$ cat src/rtl/sar_search_pkg.sv
// Shared types for the successive-approximation search: FSM states and the
// decoded view of the external comparator's three flags.
package sar_search_pkg;

    typedef enum logic [1:0] {
        IDLE,
        PROBE,
        DONE
    } state_e;

    typedef enum logic [1:0] {
        EQ,
        GT,
        LT,
        ILLEGAL
    } cmp_e;

    // Exactly one flag must be set; anything else is a broken comparator.
    function automatic cmp_e decode_flags(input logic aeb, input logic agb, input logic alb);
        case ({aeb, agb, alb})
            3'b100:  return EQ;
            3'b010:  return GT;
            3'b001:  return LT;
            default: return ILLEGAL;
        endcase
    endfunction

endpackage

$ cat src/rtl/sar_search_mid.sv
// Overflow-free midpoint of an inclusive search window [lo, hi], with hi >= lo.
module sar_search_mid #(
    parameter int unsigned WIDTH = 4
) (
    input  logic [WIDTH-1:0] lo,
    input  logic [WIDTH-1:0] hi,
    output logic [WIDTH-1:0] mid
);

    logic [WIDTH-1:0] span;

    assign span = hi - lo;
    assign mid  = lo + (span >> 1);

endmodule

$ cat src/rtl/sar_search.sv
// Binary search against an external comparator, one probe per clock.
// Optional probe counter output enabled by defining SAR_SEARCH_PROBE_CNT_EN.
module sar_search
    import sar_search_pkg::*;
#(
    parameter int unsigned WIDTH = 4
) (
    input  logic             clk,
    input  logic             rst_n,
    input  logic             start,
    output logic [WIDTH-1:0] trial,
    input  logic             cmp_aeb,
    input  logic             cmp_agb,
    input  logic             cmp_alb,
    output logic             busy,
    output logic             done,
    output logic             found,
    output logic             err,
    output logic [WIDTH-1:0] result
`ifdef SAR_SEARCH_PROBE_CNT_EN
   ,output logic [$clog2(WIDTH+2)-1:0] probes
`endif
);

    localparam logic [WIDTH-1:0] MaxVal = '1;

    state_e           state;
    cmp_e             cmp;
    logic [WIDTH-1:0] lo_q, hi_q;
    logic [WIDTH-1:0] lo_d, hi_d;
    logic [WIDTH-1:0] mid;
    logic             finish;

    // Next window is computed here so the registered trial can be the midpoint
    // of the window that will be in force during the following probe.
    always_comb begin
        cmp    = decode_flags(cmp_aeb, cmp_agb, cmp_alb);
        lo_d   = lo_q;
        hi_d   = hi_q;
        finish = 1'b0;
        if (state == IDLE && start) begin
            lo_d = '0;
            hi_d = MaxVal;
        end else if (state == PROBE) begin
            unique case (cmp)
                EQ:      finish = 1'b1;
                GT:      if (trial == hi_q) finish = 1'b1; else lo_d = trial + 1'b1;
                LT:      if (trial == lo_q) finish = 1'b1; else hi_d = trial - 1'b1;
                default: finish = 1'b1;
            endcase
        end
    end

    sar_search_mid #(
        .WIDTH (WIDTH)
    ) u_mid (
        .lo  (lo_d),
        .hi  (hi_d),
        .mid (mid)
    );

    always_ff @(posedge clk or negedge rst_n) begin
        if (!rst_n) begin
            state  <= IDLE;
            trial  <= '0;
            result <= '0;
            busy   <= 1'b0;
            done   <= 1'b0;
            found  <= 1'b0;
            err    <= 1'b0;
            lo_q   <= '0;
            hi_q   <= '0;
`ifdef SAR_SEARCH_PROBE_CNT_EN
            probes <= '0;
`endif
        end else begin
            unique case (state)
                IDLE: begin
                    done <= 1'b0;
                    if (start) begin
                        state <= PROBE;
                        busy  <= 1'b1;
                        found <= 1'b0;
                        err   <= 1'b0;
                        trial <= mid;
                        lo_q  <= lo_d;
                        hi_q  <= hi_d;
`ifdef SAR_SEARCH_PROBE_CNT_EN
                        probes <= '0;
`endif
                    end
                end
                PROBE: begin
                    lo_q <= lo_d;
                    hi_q <= hi_d;
`ifdef SAR_SEARCH_PROBE_CNT_EN
                    probes <= probes + 1'b1;
`endif
                    if (cmp == EQ) begin
                        result <= trial;
                        found  <= 1'b1;
                    end
                    if (cmp == ILLEGAL) begin
                        err <= 1'b1;
                    end
                    if (finish) begin
                        state <= DONE;
                        busy  <= 1'b0;
                        done  <= 1'b1;
                    end else begin
                        trial <= mid;
                    end
                end
                DONE: begin
                    done  <= 1'b0;
                    state <= IDLE;
                end
                default: state <= IDLE;
            endcase
        end
    end

endmodule

$ cat config.mk
export PLATFORM = sky130hd
export DESIGN_NAME = sar_search
export DESIGN_NICKNAME = d
export VERILOG_FILES = /design/src/rtl/sar_search_pkg.sv /design/src/rtl/sar_search_mid.sv /design/src/rtl/sar_search.sv
export SDC_FILE = /design/constraint.sdc
export NUM_CORES = 1
export LEC_CHECK = 0
export CAP_MARGIN = 20
export CORE_MARGIN = 4
export CORE_UTILIZATION = 50
export DETAILED_ROUTE_END_ITERATION = 8
export PLACE_DENSITY = 0.73
export SETUP_SLACK_MARGIN = 0.1
export SLEW_MARGIN = 10
export SYNTH_ARGS = -nofsm -noshare
export SYNTH_HDL_FRONTEND = slang
export SYNTH_SLANG_ARGS = --single-unit
$ cat constraint.sdc
create_clock -name clk -period 7.7 [get_ports clk]
set_input_delay 1.155 -clock clk [delete_from_list [all_inputs] [get_ports clk]]
set_output_delay 1.155 -clock clk [all_outputs]
set_load 0.01 [all_outputs]
==> metrics.md, run 1 <==
| Metric | Value |
|---|---|
| Outcome | `completed` |
| Synth area leader | `dfrtp_1` |
| Post-route cell area | `roughly 0.0017 mm^2` |
| Initial Util | `between 50 and 60%` |
| Cell area after synthesis | `0.00139 mm^2` |
| Hold Path Class | `reg -> reg` |
| Clock slew at reported path FFs | `130 ps` |
| Die area | `0.00369 mm^2` |
| FF+latch count, synth | `22` |
| Top cell type's share of synthesized area | `39.6%` |
| TritonCTS clock tree | `done` |
| DR DRC count | `0` |
| Synthesis Warnings | `0` |
| Port bufs | `17` |
| FP Rows | `18` |
| CP bufs+invs | `1` |
| Avg Synthesized Cell Area | `around 10 um^2` |
| Antenna violations before repair | `0` |
| Router iterations before antenna repair | `4` |
| P&R area growth vs syn | `19.1%` |
| CTS Buf Count | `3` |
| N_diodes | `0` |
| P_leak | `0.753 nW` |
| Main synth FF type | `dfrtp_1` |
| Pins Over Slew Limit | `0` |
| Filler Cell Count | `216` |
| Global Route met1 Usage | `22.1%` |
| Most numerous cell in the Yosys netlist | `dfrtp_1` |
| Total track usage | `17.1%` |
| Core Area | `approximately 0.0026 mm^2` |
| Grt ovf | `0` |
| Post-CTS Resized | `0` |
| Register Area | `551 um^2` |
| Via count | `1006` |
| Clock Tree Buf Depth | `2` |
| Delay-heaviest family, CP | `adder cells` |
| Asr flop ratio synth | `100%` |
| Net Count, Synth | `155` |
| Top cells by count, synth | `dfrtp_1, nand2_1, nor2_1, inv_1, xnor2_1` |
| WP data arrival | `around 4700 ps` |
| Fin crit share | `around three fifths` |
| Insertion delay to the later sink of the worst-skew pair | `between 300 and 400 ps` |
| Power density over cell area | `325 mW/mm^2` |
| Num ports | `18` |
| Shortest period the worst path allows | `4470 ps` |
| Hold Vio Cnt, Final | `0` |
| Total Routed Length | `2.74 mm` |
| Fraction of layout cells with a size suffix above 1 | `8.92%` |
| Placer Congestion | `between 0.8 and 0.9` |
| Setup ws final | `around 3200 ps` |
| Vias in the first global route | `approximately 950` |
| Final setup TNS | `0 ps` |
| Seq/Total Area, Yosys | `39.6%` |
| Critical path cell sequence | `clkdlybuf4s50_1 -> nor3b_1 -> ha_1 -> nand3b_1 -> a41oi_2 -> mux2i_1 -> nor2_1 -> fa_1 -> xnor2_1 -> ha_1 -> a21o_1 -> a21oi_1 -> xor2_1 -> o21ai_0` |
| CP Max Fanout | `6` |
| Post-Syn Instances | `137` |
| Post-CTS Hold Fix Bufs | `0` |
| Die X | `60.7 um` |
| Root buffer cell | `clkbuf_4` |
| Met3 usage | `1.91%` |
| Critical path class | `in -> reg` |
| Largest net degree at the start of global routing | `23` |
| Post CTS Setup Buffer Count | `0` |
| Routed length per instance | `14.7 um` |
| DRT iter0 DRCs | `20` |
| Pre-CTS setup slack | `2870 ps` |
| Grt met2 use | `27.8%` |
| Sink Count | `22` |
| Worst setup EP type | `flop` |
| Gr busiest metal | `met2` |
| Ranking of synthesized cells by area | `dfrtp_1, ha_1, xnor2_1` |
| Peak per-stage delay on the critical path | `490 ps` |
| Worst VDD drop | `~0.24 mV` |
| Final Setup Violations | `0` |
| CP most frequent cell | `ha_1` |
| CP Data Required Time | `7910 ps` |
| Detail Route Antenna Nets | `0` |
| CP Launch Type | `primary input` |
| RSZ-0062 raised after global routing | `no` |
| Fmax | `224 MHz` |
| Critical path's slowest cell | `clkdlybuf4s50_1` |
| NumNets Final | `176` |
| Post-Route Skew | `9.41 ps` |
| Die Y | `60.7 um` |
| Post-DP HPWL | `2.19 mm` |
| Global-route wire length before repair | `4.49 mm` |
| Placed Instance Area | `0.00159 mm^2` |
| Slew HR | `51.0%` |
| Slew @ Worst Pin | `732 ps` |
| H-Tree Depth | `1` |
| MaxCap Viol Count | `0` |
| Footprint of the multi-input gates | `between 700 and 800 um^2` |
| EDFF count, synth | `0` |
| Synth unique cells | `32` |
| Via density | `5.38` |
-- sequential cells by signal, summed over array words and instances (netlist names) --
register / cells
err: 1
hi_q: 4
trial: 4
busy: 1
done: 1
result: 4
found: 1
state: 2
lo_q: 4
-- per-stage QoR --
stage / util, % / hold WS, ps / total power [mW] / std cells
2_1_floorplan: - / 515 / 0.355 / 137
5_1_grt: 64.5 / 530 / 0.579 / 187
3_5_place_dp: 61.8 / 469 / 0.453 / 182
3_3_place_gp: 61.8 / 460 / 0.444 / 182
6_report: 64.5 / 489 / 0.539 / 187
4_1_cts: 63.9 / 499 / 0.543 / 186
-- power by group --
part           leakage, nW  total [mW]  internal, mW  switching (mW)
sequential           0.261       0.196         0.152          0.0449
clock               0.0279      0.0894        0.0527          0.0366
combinational        0.465       0.253         0.131           0.122
-- cell families (layout without fill, tap and decap cells) --
kind of cell               count (synthesis)  in the layout  synth area share, %
AOI/OAI and AO/OA                         21             21                 12.2
xor gates and xnor gates                  17             17                 10.7
adders and majority gates                 12             12                 11.9
buffers and inverters                     14             34                 3.96
DFF                                       22             22                 39.6
muxes                                      9              9                 7.38
and+or+nand+nor                           42             42                 14.3
-- placed cells by master, fill, tap and decap left out, drive strengths merged --
cell	Yosys	final
dfrtp	22	22
nand2	18	18
clkdlybuf4s50	0	17
nor2	13	13
inv	12	12
xnor2	11	11
ha	10	10
o21ai	7	7
xor2	6	6
mux2i	5	5
o211ai	4	4
mux2	4	4
clkbuf	1	3
a21oi	3	3
a211oi	2	2
nand4	2	2
a21o	2	2
fa	2	2
nor3b	2	2
or4	1	1
and3b	1	1
nand3b	1	1
a41oi	1	1
o41a	1	1
nand3	1	1
nor3	1	1
nor2b	1	1
o221a	1	1
nand2b	1	1
bufinv	0	1
buf	1	1
-- layer usage --
layer	vias up	share of wire [%]
met5	-	0
met2	17	46
met3	5	4.5
met4	0	2.3
met1	477	47
li1	507	-
-- tightest hold or removal path, delay by kind of cell (launching register included) --
| kind | cells | cell delay [ps] |
|---|---|---|
| flops | 1 | 360 |
| compound gates | 1 | 60 |
| simple gates | 1 | 40 |
-- layout make-up --
type | instances | share of cell area (%)
clock buffer | 3 | 1.36
timing repair buffer | 18 | 11.2
tap | 30 | 2.27
sequential | 22 | 33.3
clock inverter | 1 | 1.81
inverter | 12 | 2.72
multi-input combinational | 101 | 47.4
-- worst paths after layout --
| check | start | to | slack (ps) | cells past startpoint |
|---|---|---|---|---|
| setup / recovery | cmp_agb | trial[3] | 3230 | 14 |
| hold / removal | result[0] | result[0] | 490 | 2 |
| setup reg to reg | trial[0] | trial[3] | 4210 | 13 |
| hold reg to reg | result[0] | result[0] | 490 | 2 |
| max in group asynchronous | rst_n | lo_q[0] | 6240 | 2 |
| min in group asynchronous | rst_n | busy | 1060 | 1 |
No activity file was read; power rests on OpenSTA's default activity.
==> run 2, diff against run 1 <==
--- a/config.mk
+++ b/config.mk
@@ -7,9 +7,9 @@
 export LEC_CHECK = 0
 export CAP_MARGIN = 20
 export CORE_MARGIN = 4
-export CORE_UTILIZATION = 50
+export CORE_UTILIZATION = 49
 export DETAILED_ROUTE_END_ITERATION = 8
-export PLACE_DENSITY = 0.73
+export PLACE_DENSITY = 0.75
 export SETUP_SLACK_MARGIN = 0.1
 export SLEW_MARGIN = 10
 export SYNTH_ARGS = -nofsm -noshare
==> constraint.sdc (replaced) <==
create_clock -name clk -period 4.1 [get_ports clk]
set_input_delay 0.615 -clock clk [delete_from_list [all_inputs] [get_ports clk]]
set_output_delay 0.615 -clock clk [all_outputs]
set_load 0.01 [all_outputs]
==> run 2 against run 1 <==
Final area up 3.0%; setup slack worse by 2800 ps; die area up 1.8%; sequential share of layout area down 0.98 points; non-clock buffer count up 8; sequential power up 89%; register-to-register slack worse by 3400 ps; critical endpoint unchanged.
==> metrics.md, run 2 (synthesis results as in run 1) <==
| Metric | Value |
|---|---|
| Outcome | `completed` |
| Final setup TNS | `0 ps` |
| P&R area growth vs syn | `22.7%` |
| P_leak | `0.787 nW` |
| Most frequent cells in the layout | `dfrtp_1, nand2_1, clkdlybuf4s50_1` |
| Initial Util | `50.8%` |
| DRT iter0 DRCs | `27` |
| Sink Count | `22` |
| Total track usage | `16.1%` |
| Pins Over Slew Limit | `0` |
| Vias in the first global route | `1010` |
| Fraction of layout cells with a size suffix above 1 | `between 10% and 20%` |
| Router iterations before antenna repair | `4` |
| Routed length per instance | `14.0 um` |
| Clock slew at reported path FFs | `120 ps` |
| Post-route cell area | `roughly 0.0017 mm^2` |
| TritonCTS clock tree | `done` |
| Critical path cell sequence | `clkdlybuf4s50_1 -> nor3b_2 -> ha_1 -> nand3b_1 -> a41oi_2 -> nor2_1 -> a211oi_1 -> inv_1 -> ha_1 -> a21oi_1 -> o21ai_0 -> xnor2_1 -> ha_1 -> a21oi_1 -> xor2_1 -> o21ai_0` |
| Hold Path Class | `reg -> reg` |
| Shortest period the worst path allows | `between 3000 and 4000 ps` |
| CP Launch Type | `primary input` |
| Placed Instance Area | `between 0.0015 and 0.002 mm^2` |
| WP data arrival | `3840 ps` |
| Placer Congestion | `0.841` |
| Clock Tree Buf Depth | `2` |
| N_diodes | `0` |
| NumNets Final | `184` |
| CP Max Fanout | `4` |
| Insertion delay to the later sink of the worst-skew pair | `310 ps` |
| Detail Route Antenna Nets | `0` |
| Global-route wire length before repair | `4.51 mm` |
| Total Routed Length | `2.75 mm` |
| Worst setup EP type | `flop` |
| Largest net degree at the start of global routing | `23` |
| Critical path's slowest cell | `clkdlybuf4s50_1` |
| Slew HR | `69.6%` |
| CP Data Required Time | `4290 ps` |
| Most common cell after layout, fill and taps aside | `dfrtp_1` |
| CP most frequent cell | `ha_1` |
| CTS Buf Count | `3` |
| Worst VDD drop | `0.421 mV` |
| Core Area | `0.00273 mm^2` |
| Power density over cell area | `between 500 and 600 mW/mm^2` |
| FP Rows | `19` |
| Via density | `5.17` |
| Via count | `around 1.0k` |
| Slew @ Worst Pin | `455 ps` |
| Filler Cell Count | `233` |
| Die Y | `around 60 um` |
| RSZ-0062 raised after global routing | `no` |
| Num ports | `18` |
| Post CTS Setup Buffer Count | `0` |
| Fin crit share | `89.0%` |
| Grt ovf | `0` |
| Root buffer cell | `clkbuf_4` |
| Register-to-register setup slack | `820 ps` |
| Fmax | `around 270 MHz` |
| DR DRC count | `0` |
| MaxCap Viol Count | `0` |
| Die X | `roughly 61 um` |
| Hold Vio Cnt, Final | `0` |
| Critical path class | `in -> reg` |
| Post-Route Skew | `3.56 ps` |
| H-Tree Depth | `1` |
| Die area | `0.00375 mm^2` |
| Peak per-stage delay on the critical path | `490 ps` |
| Final Setup Violations | `0` |
| Antenna violations before repair | `0` |
| Port bufs | `17` |
| Post-DP HPWL | `2.14 mm` |
[run 2: cell count changes in the layout (fill, tap and decap cells not counted)]
cell       change
clkbuf_8       +1
bufinv_16      -1
buf_4          +8
nor3b_2        +1
nor3b_1        -1
[run 2: cell type report]
class	instances	area, um^2	share of cell area (%)
clock buffer	4	36.3	2.13
sequential	22	551	32.3
inverter	12	45.0	2.64
multi-input combinational	101	790	46.3
tap	31	38.8	2.27
timing repair buffer	26	245	14.4
[run 2: critical path, delay by kind of cell]
family,cells,cell delay [ps]
AOI/OAI and AO/OA,6,1100
xor gates and xnor gates,2,290
adders and majority gates,3,840
buffers and inverters,2,570
and+or+nand+nor,3,410
[run 2: timing repair]
item / in CTS / in global routing
gates resized for setup: 0 / 1
hold buffers: 0 / 0
setup endpoints to repair: 0 / 1
[run 2: routing by layer]
layer	vias up	global-route usage, %	wire length [um]	part of all wire (%)
met5	-	0	0	0
met4	0	6.81	72	2.6
met3	6	1.89	62	2.3
met2	13	25.8	1290	47
met1	477	21.9	1320	48
li1	518	-	-	-
[run 2: final timing paths]
| path | start | to | cells after the start |
|---|---|---|---|
| worst min register to register | result[0] | result[0] | 2 |
| worst max register to register | trial[0] | trial[1] | 11 |
| max in group asynchronous | rst_n | hi_q[3] | 2 |
| worst min-delay path | result[0] | result[0] | 2 |
| min in group asynchronous | rst_n | result[2] | 1 |
| worst max-delay path | cmp_agb | trial[3] | 16 |
[run 2: stage by stage]
| stage | instances | setup slack (ps) | power [mW] | utilization (%) | hold WS, ps |
|---|---|---|---|---|---|
| after floorplan | 137 | 653 | 0.666 | - | 319 |
| after global placement | 191 | 136 | 0.853 | 60.3 | 461 |
| after detailed placement | 191 | 83.6 | 0.870 | 60.3 | 471 |
| after CTS | 195 | 391 | 0.993 | 61.6 | 500 |
| after global routing | 196 | 113 | 1.06 | 62.4 | 523 |
| final | 196 | 452 | 0.989 | 62.4 | 491 |
[run 2: power breakdown]
part,leakage (nW),total (mW),switching (mW),internal (mW)
clock,0.0210,0.122,0.0679,0.0542
combinational,0.505,0.497,0.231,0.266
sequential,0.261,0.370,0.0849,0.285
total,0.787,0.989,0.384,0.605
==> run 3, diff against run 2 <==
--- a/config.mk
+++ b/config.mk
@@ -6,6 +6,7 @@
 export NUM_CORES = 1
 export LEC_CHECK = 0
 export CAP_MARGIN = 20
+export CORE_ASPECT_RATIO = 1.25
 export CORE_MARGIN = 4
 export CORE_UTILIZATION = 49
 export DETAILED_ROUTE_END_ITERATION = 8
==> run 3 against run 2 <==
Sequential share of layout area decreased by 0.24 points; non-clock buffer count decreased by 2; critical path depth decreased by 4; sequential power increased by 1%; global-route usage increased by 2.7 points; setup slack got worse by 55 ps; clock skew about the same; core utilization increased by 1.1 points; final area increased by 0.73%; register-to-register slack got worse by 100 ps; total power increased by 1.8%; final cell count increased by 0.51%; highest routed layer unchanged.
==> metrics.md, run 3 (synthesis results as in run 1) <==
| Metric | Value |
|---|---|
| Die Y | `around 68 um` |
| WHS | `500 ps` |
| Via count | `roughly 1.1k` |
| Hold Vio Cnt, Final | `0` |
| Setup ws final | `396 ps` |
| Worst VDD drop | `0.334 mV` |
| Worst r2r src | `trial[1]` |
| CTS Buf Count | `3` |
| Grt ovf | `0` |
| Die X | `~56 um` |
| Placer Congestion | `around 0.8` |
| Filler Cell Count | `about 230` |
| Met3 usage | `3.06%` |
| Fraction of layout cells with a size suffix above 1 | `between 10% and 20%` |
| P&R area growth vs syn | `23.6%` |
| Clock slew at reported path FFs | `120 ps` |
| Final Setup Violations | `0` |
| Pins Over Slew Limit | `0` |
| Post-DP HPWL | `2.36 mm` |
| Post-Route Skew | `4.00 ps` |
| Reg2Reg Depth | `11` |
| Critical path's slowest cell | `fa_1` |
| Root buffer cell | `clkbuf_4` |
| Fmax | `270 MHz` |
| WP data arrival | `approximately 3900 ps` |
| H-Tree Depth | `1` |
| Slew HR | `between 70% and 80%` |
| Insertion delay to the later sink of the worst-skew pair | `310 ps` |
| Num ports | `18` |
| MaxCap Viol Count | `0` |
| Grt met2 use | `36.8%` |
| Hold Crit Start | `found` |
| Routed length per instance | `16.3 um` |
| Final cell count without fillers | `197` |
| Critical path cell sequence | `clkdlybuf4s50_1 -> nor3b_2 -> ha_1 -> nand3b_1 -> a41oi_4 -> mux2i_1 -> nor2_1 -> fa_1 -> inv_1 -> ha_1 -> fa_1 -> mux2_4` |
| NumNets Final | `182` |
| Largest net degree at the start of global routing | `23` |
| CP Data Required Time | `roughly 4300 ps` |
| Inst Count DP | `192` |
| Outcome | `completed` |
| Total Routed Length | `3.21 mm` |
| FP Rows | `21` |
| Detail Route Antenna Nets | `0` |
| P_leak | `0.782 nW` |
| Critical path class | `in -> reg` |
| Fin crit share | `90.3%` |
| R2r endpoint | `trial[1]` |
| Sink Count | `22` |
| CP bufs+invs | `2` |
| Antenna violations before repair | `0` |
| Via density | `5.46` |
| Router iterations before antenna repair | `4` |
| Global Route met1 Usage | `about a fifth` |
| Hold Path Class | `reg -> reg` |
| Power density over cell area | `586 mW/mm^2` |
| Core Area | `0.00271 mm^2` |
| Slew @ Worst Pin | `409 ps` |
| Most common cell after layout, fill and taps aside | `dfrtp_1` |
| TritonCTS clock tree | `done` |
| Pre-CTS setup slack | `-70.9 ps` |
| Register-to-register setup slack | `720 ps` |
| DRT iter0 DRCs | `43` |
| CP Launch Type | `primary input` |
| Total track usage | `18.8%` |
| DR DRC count | `0` |
| Gr busiest metal | `met2` |
| Hold path depth | `2` |
| Initial Util | `between 50 and 60%` |
| Most frequent cells in the layout | `dfrtp_1, nand2_1, clkdlybuf4s50_1` |
| Delay-heaviest family, CP | `adder cells` |
| Global-route wire length before repair | `around 5.4 mm` |
| Post-CTS Hold Fix Bufs | `0` |
| WHS Endpoint | `found` |
| Peak per-stage delay on the critical path | `550 ps` |
| Die area | `0.00376 mm^2` |
| Shortest period the worst path allows | `roughly 3700 ps` |
| Worst setup EP type | `flop` |
| CP Max Fanout | `5` |
| Clock Tree Buf Depth | `2` |
| Vias in the first global route | `between 1k and 1.5k` |
| Port bufs | `17` |
| N_diodes | `0` |
## run 3: how the worst max path moves through the flow
| stage | start | end | slack (ps) | depth (start not counted) |
|---|---|---|---|---|
| CTS | cmp_agb | trial[3] | 260 | 14 |
| floorplan | cmp_alb | trial[3] | 650 | 13 |
| detailed placement | cmp_agb | trial[3] | -70 | 14 |
| global route | cmp_agb | trial[3] | -20 | 16 |
| finish | cmp_agb | trial[1] | 400 | 12 |
| global placement | cmp_agb | trial[3] | 30 | 14 |
## run 3: tightest hold or removal path, cell delays in order, from the launching register on
cell     delay, ps
dfrtp_1        360
nand2_1         60
nand2_1         60
## run 3: what timing repair did
item / in CTS / in global routing
buffers inserted: 0 / 0
setup endpoints to repair: 0 / 1
resized for setup: 0 / 4
## run 3: power breakdown
group	internal [mW]	switching (mW)	leakage [nW]
clock	0.0543	0.0686	0.0210
combinational	0.258	0.252	0.500
sequential	0.285	0.0892	0.261
total	0.597	0.409	0.782
## run 3: layout make-up
cell class                      count  area [um^2]  area share, %
Clock buffer                        4         36.3           2.11
Multi-Input combinational cell    101          813           47.3
Inverter                           12         45.0           2.62
Sequential cell                    22          551           32.0
Tap cell                           34         42.5           2.48
Timing Repair Buffer               24          230           13.4
## run 3: metal layers
metal	wire length, um	part of all wire, %	vias up
met5	0	0	-
met4	44	1.4	0
met3	115	3.6	5
met2	1790	56	27
met1	1260	39	527
li1	-	-	516
## run 3: through the flow
step	cell area [um^2]	total power [mW]	setup TNS [ps]	utilization [%]
after floorplan	1390	0.666	0	-
final	1720	1.01	0	63.5
after global routing	1720	1.08	-15.7	63.5
after global placement	1640	0.842	0	60.5
after detailed placement	1640	0.868	-103	60.5
after CTS	1670	0.990	0	61.9
